<file path="src/rtl/thor2022_pkg.sv">
// Shared Thor2022 compare definitions: result bit positions, FSM state type
// and the flag-to-result-vector encoder.
package thor2022_pkg;

    localparam int CMP_EQ  = 0;
    localparam int CMP_LT  = 1;
    localparam int CMP_LE  = 2;
    localparam int CMP_LTU = 5;
    localparam int CMP_LEU = 6;
    localparam int CMP_NE  = 8;
    localparam int CMP_GE  = 9;
    localparam int CMP_GT  = 10;

    localparam int CMP_CODE_W = 16;

    typedef enum logic [1:0] {
        IDLE = 2'd0,
        SCAN = 2'd1,
        DONE = 2'd2
    } cmp_state_t;

    // Signed ordering only differs from unsigned when the sign bits disagree.
    function automatic logic [CMP_CODE_W-1:0] cmp_encode(
        input logic eq,
        input logic ltu,
        input logic sa,
        input logic sb
    );
        logic                  lts;
        logic [CMP_CODE_W-1:0] r;
        lts = (sa != sb) ? sa : ltu;
        r = 16'h0000;
        r[CMP_EQ]  = eq;
        r[CMP_LT]  = lts;
        r[CMP_LE]  = lts | eq;
        r[CMP_LTU] = ltu;
        r[CMP_LEU] = ltu | eq;
        r[CMP_NE]  = ~eq;
        r[CMP_GE]  = ~lts;
        r[CMP_GT]  = ~lts & ~eq;
        return r;
    endfunction

endpackage

</file>
<file path="src/rtl/thor2022_slice_cmp.sv">
// Combinational unsigned compare of one SLICE-bit operand slice.
module thor2022_slice_cmp #(
    parameter int SLICE = 32
) (
    input  logic [SLICE-1:0] slice_a,
    input  logic [SLICE-1:0] slice_b,
    output logic             eq,
    output logic             ltu
);

    assign eq  = (slice_a == slice_b);
    assign ltu = (slice_a <  slice_b);

endmodule

</file>
<file path="src/rtl/thor2022_compare_seq.sv">
// Sequential MSB-first sliced integer compare for Thor2022.
// Optional feature macro: THOR_CMP_EARLY_EXIT_EN (stop at first differing slice).
module thor2022_compare_seq
    import thor2022_pkg::*;
#(
    parameter int WID   = 128,
    parameter int SLICE = 32
) (
    input  logic           clk_i,
    input  logic           rst_ni,
    input  logic           req_i,
    input  logic           abort_i,
    input  logic [WID-1:0] a_i,
    input  logic [WID-1:0] b_i,
    output logic           rdy_o,
    output logic           done_o,
    output logic [WID-1:0] o_o
);

    localparam int NSLICE = WID / SLICE;
    localparam int IDXW   = (NSLICE > 1) ? $clog2(NSLICE) : 1;
    localparam logic [IDXW-1:0] IDX_TOP = IDXW'(NSLICE - 1);

`ifdef THOR_CMP_EARLY_EXIT_EN
    localparam logic EARLY_EXIT = 1'b1;
`else
    localparam logic EARLY_EXIT = 1'b0;
`endif

    cmp_state_t      state_r;
    logic [IDXW-1:0] idx_r;
    logic [WID-1:0]  a_r;
    logic [WID-1:0]  b_r;
    logic            sa_r;
    logic            sb_r;
    logic            eq_r;
    logic            ltu_r;
    logic            found_r;
    logic            rdy_r;
    logic            done_r;
    logic [WID-1:0]  o_r;

    logic [SLICE-1:0] a_sl_s [NSLICE];
    logic [SLICE-1:0] b_sl_s [NSLICE];
    logic [SLICE-1:0] slice_a_s;
    logic [SLICE-1:0] slice_b_s;
    logic             slice_eq_s;
    logic             slice_ltu_s;
    logic             nxt_eq_s;
    logic             nxt_ltu_s;
    logic             nxt_found_s;
    logic             leave_s;

    for (genvar g = 0; g < NSLICE; g++) begin : g_slices
        assign a_sl_s[g] = a_r[g*SLICE +: SLICE];
        assign b_sl_s[g] = b_r[g*SLICE +: SLICE];
    end

    assign slice_a_s = a_sl_s[idx_r];
    assign slice_b_s = b_sl_s[idx_r];

    thor2022_slice_cmp #(
        .SLICE (SLICE)
    ) u_slice_cmp (
        .slice_a (slice_a_s),
        .slice_b (slice_b_s),
        .eq      (slice_eq_s),
        .ltu     (slice_ltu_s)
    );

    // Flag update for this SCAN cycle; the first differing slice is sticky.
    always_comb begin
        nxt_eq_s    = eq_r;
        nxt_ltu_s   = ltu_r;
        nxt_found_s = found_r;
        if (!found_r && !slice_eq_s) begin
            nxt_eq_s    = 1'b0;
            nxt_ltu_s   = slice_ltu_s;
            nxt_found_s = 1'b1;
        end else begin
            nxt_found_s = found_r;
        end
        leave_s = (idx_r == {IDXW{1'b0}}) || (EARLY_EXIT && !slice_eq_s);
    end

    // Control FSM with operand capture, slice index and registered outputs.
    always_ff @(posedge clk_i or negedge rst_ni) begin
        if (!rst_ni) begin
            state_r <= IDLE;
            idx_r   <= {IDXW{1'b0}};
            a_r     <= {WID{1'b0}};
            b_r     <= {WID{1'b0}};
            sa_r    <= 1'b0;
            sb_r    <= 1'b0;
            eq_r    <= 1'b0;
            ltu_r   <= 1'b0;
            found_r <= 1'b0;
            rdy_r   <= 1'b1;
            done_r  <= 1'b0;
            o_r     <= {WID{1'b0}};
        end else begin
            case (state_r)
                IDLE: begin
                    done_r <= 1'b0;
                    if (req_i && !abort_i) begin
                        a_r     <= a_i;
                        b_r     <= b_i;
                        sa_r    <= a_i[WID-1];
                        sb_r    <= b_i[WID-1];
                        idx_r   <= IDX_TOP;
                        eq_r    <= 1'b1;
                        ltu_r   <= 1'b0;
                        found_r <= 1'b0;
                        rdy_r   <= 1'b0;
                        state_r <= SCAN;
                    end else begin
                        rdy_r <= 1'b1;
                    end
                end
                SCAN: begin
                    if (abort_i) begin
                        rdy_r   <= 1'b1;
                        done_r  <= 1'b0;
                        state_r <= IDLE;
                    end else begin
                        eq_r    <= nxt_eq_s;
                        ltu_r   <= nxt_ltu_s;
                        found_r <= nxt_found_s;
                        if (leave_s) begin
                            o_r     <= WID'(cmp_encode(nxt_eq_s, nxt_ltu_s, sa_r, sb_r));
                            done_r  <= 1'b1;
                            state_r <= DONE;
                        end else begin
                            idx_r <= idx_r - IDXW'(1);
                        end
                    end
                end
                DONE: begin
                    done_r  <= 1'b0;
                    rdy_r   <= 1'b1;
                    state_r <= IDLE;
                end
                default: begin
                    done_r  <= 1'b0;
                    rdy_r   <= 1'b1;
                    state_r <= IDLE;
                end
            endcase
        end
    end

    assign rdy_o  = rdy_r;
    assign done_o = done_r;
    assign o_o    = o_r;

endmodule

</file>
<file path="config.mk">
export PLATFORM = sky130hd
export DESIGN_NAME = thor2022_compare_seq
export DESIGN_NICKNAME = d
export VERILOG_FILES = /design/src/rtl/thor2022_pkg.sv /design/src/rtl/thor2022_slice_cmp.sv /design/src/rtl/thor2022_compare_seq.sv
export SDC_FILE = /design/constraint.sdc
export NUM_CORES = 1
export LEC_CHECK = 0
export CORE_MARGIN = 3
export CORE_UTILIZATION = 40
export CTS_BUF_LIST = sky130_fd_sc_hd__clkbuf_8
export CTS_CLUSTER_DIAMETER = 120
export CTS_CLUSTER_SIZE = 8
export DETAILED_ROUTE_END_ITERATION = 8
export PLACE_DENSITY = 0.69
export SLEW_MARGIN = 30
export SYNTH_ARGS = -nofsm -noshare
export SYNTH_HDL_FRONTEND = slang
export SYNTH_SLANG_ARGS = --single-unit
</file>
<file path="constraint.sdc">
create_clock -name clk_i -period 4 [get_ports clk_i]
set_input_delay 0.4 -clock clk_i [delete_from_list [all_inputs] [get_ports clk_i]]
set_output_delay 0.4 -clock clk_i [all_outputs]
set_load 0.01 [all_outputs]
</file>
==> qor.yml <==
cts-root-buf: "clkbuf_8"
avgSynthCellArea_sq_um: 9.19
slew_headroom_pct: 43.7
cts_setup_buffers: 0
critPathMaxFanout: 23
yosysTopAreaCellShare_pct: 50.6
wl_per_cell_um: 16.0
drc_errors: 0
routed.top_layer: "met5"
grt_usage_pct: 19.2
nFillCells: 3022
dieHeight_um: 189
io_buffer_count: 269
grt_overflow_total: 0
yosysTopAreaCell: "dfrtp_1"
wl_met2_mm: 16.7
dieWidth_um: 189
power_switching_mw: 3.00
p_seq_share_pct: 44.1
placed_area_sq_um: 16200
dp_slack_ns: 0.545
grt_max_degree: 174
utilization_pct: 51.2
floorplan.initialDensity_pct: 41.0
drt_iter0_drc: 633
rows: 66
clock.fmax_ghz: 0.291
p_leak_nw: 8.57
met3WireLength_mm: 2.37
clkTransAtPathRegs_ns: 0.07
diodes: 0
tightest_slew_ns: 0.844
crit_type: "flip-flop to flip-flop"
antenna_found_initial: 2
peakVddDrop_mv: 0.253
cts_tree: "done"
grt_pass1_vias: 10800
syn_to_final_growth_pct: 24.9
power.density_nw_per_um2: 530
max_cap_violations: 0
io-pin-count: 390
synthArstFlopShare_pct: 100
clock_sinks: 273
gp_congestion: 0.821
synth_ff_type: "dfrtp_1"
drive_above_1_share_pct: 7.53
ys_ff_latch: 273
ys_top_cells_by_area: "dfrtp_1 51%, nand2_1 22%, mux4_2 11%, buf_4 6.7%, ha_1 3.2%"
ant_nets: 0
stdcell_area_sq_um: 16800
rsz0062_at_grt: "no"
via_count: 10200
wl_met1_mm: 14.9
clkPwrFrac_pct: 22.0
hold_path_class: "input port to flip-flop"
crit_buf_inv: 2
core_area_sq_um: 32900
p_int_mw: 5.91
ys_seq_area_share_pct: 50.8
numCtsBuffers: 40
yosysUniqueCellTypes: 37
crit_path_end_kind: "flip-flop"
setup_viol: 0
slew_viol_final: 0
netlist_area_sq_um: 13500
path_cells: "buf_12 -> mux4_2 -> ha_1 -> nand4_1 -> nor4_1 -> buf_4 -> a31o_2 -> a2111o_1 -> a21o_1 -> a31oi_1"
p_comb_share_pct: 33.9
fin_nets: 2010
cts_resized: 0
clockBufferDepth: 3
final.setup.worst_slack_ns: 0.565
hold_viol_final: 0
yosys_warnings: 0
fin_tns_setup_ns: 0
synth_edf_count: 0
cpLargestDelayFamily: "compound AO/OA/AOI/OAI gates"
firstDrtPassIters: 5
timing.final.crit_share_pct: 85.9
slowest_stage: "dfrtp_4"
arrival_ns: 3.88
viasPerCell: 4.72
swShare_pct: 33.7
startpoint_type: "flip-flop"
h-tree-depth: 2
critPathMaxStageDelay_ns: 0.74
status: "complete, no violations"
dpl.hpwl_mm: 25.1
cp.required_ns: 4.45
period_needed_ns: 3.44
grt_pass1_wl_mm: 55.9
finClkSkew_ns: 0.0233
clk_latency_ns: 0.55
routed_wl_mm: 34.6
synthCells: 1465
die_area_sq_um: 35900
## synthesized netlist by cell type, drive strengths merged, types with 4 or more instances
master,n
nor2,17
mux4,64
nand3,5
clkbuf,56
inv,37
a31oi,4
nand2,782
a21o,6
a21oi,18
nand4,4
ha,34
dfrtp,272
o21ai,11
buf,135
## repair_timing
item	CTS	global route
endpoints found under the setup margin	0	0
endpoints found under the hold margin	104	0
hold buffers	1	0
## path summary, 6_finish.rpt
check / start / endpoint / slack [ns] / depth (start not counted)
worst max-delay path: idx_r[0] / o_o[5] / 0.56 / 10
worst min-delay path: a_i[12] / a_r[12] / 0.39 / 3
worst max register to register: idx_r[0] / o_o[5] / 0.56 / 10
worst min register to register: b_r[109] / b_r[109] / 0.47 / 2
max in group asynchronous: rst_ni / b_r[67] / 2.49 / 3
min in group asynchronous: rst_ni / a_r[54] / 0.49 / 2
## logic make-up (layout without fill, tap and decap cells)
kind of cell	Yosys count	count (layout)	synth area share, %
simple gates	819	819	23.5
flops	273	273	50.8
buf+inv	228	371	9.77
mux	64	64	10.7
compound gates	46	46	2.11
fa+ha+maj	34	34	3.16
other cells	1	120	0.0279
## power groups by stage
| stage | clock network (mW) | registers [mW] | logic, mW |
|---|---|---|---|
| 6_report | 1.96 | 3.93 | 3.02 |
| 5_1_grt | 2.14 | 4.01 | 3.42 |
| 4_1_cts | 2.01 | 3.93 | 3.07 |
| 3_5_place_dp | 0 | 3.98 | 3.04 |
| 3_3_place_gp | 0 | 3.96 | 2.94 |
| 2_1_floorplan | 0 | 3.70 | 2.28 |
## metrics by stage
stage	std cells	power (mW)	hold slack (ns)
2_1_floorplan	1584	5.98	0.104
3_3_place_gp	2115	6.90	0.453
3_5_place_dp	2115	7.02	0.457
4_1_cts	2169	9.01	0.360
5_1_grt	2169	9.57	0.371
6_report	2169	8.91	0.386
## registers in the layout, indices dropped and copies added (netlist names)
register	flops
eq_r	1
rdy_o	1
o_o	8
state_r	2
idx_r	2
a_r	128
b_r	128
found_r	1
ltu_r	1
done_o	1
## worst reg2reg max path, delay by kind of cell (launching register included)
kind | cells | cell delay (ns)
buf+inv | 2 | 0.45
fa+ha+maj | 1 | 0.33
flops | 1 | 0.74
compound gates | 4 | 1.06
mux | 1 | 0.55
simple gates | 2 | 0.23
## layout by cell type (no fill, tap or decap), drive strengths merged, types with 4 or more instances in the layout
| cell type | instances |
|---|---|
| clkbuf | 41 |
| a21o | 6 |
| a31oi | 4 |
| nand3 | 5 |
| a21oi | 18 |
| clkdlybuf4s50 | 268 |
| o21ai | 11 |
| mux4 | 64 |
| ha | 34 |
| nor2 | 17 |
| nand2 | 782 |
| inv | 46 |
| buf | 12 |
| conb | 120 |
| nand4 | 4 |
| dfrtp | 272 |
## metal layers
metal	up-vias	track usage, %
met5	-	0
met2	341	31.6
met3	56	4.22
met1	4930	26.2
met4	4	4.49
li1	4899	-
## area by class of cell
class | count | area (sq um) | share of cell area (%)
Timing Repair Buffer | 281 | 2890 | 17.2
Clock buffer | 41 | 564 | 3.36
Sequential cell | 273 | 6840 | 40.7
Inverter | 37 | 139 | 0.826
Multi-Input combinational cell | 1083 | 5770 | 34.3
Clock inverter | 12 | 57.6 | 0.342
Tap cell | 442 | 553 | 3.29
Note: power is estimated with default switching activity, not from simulation.
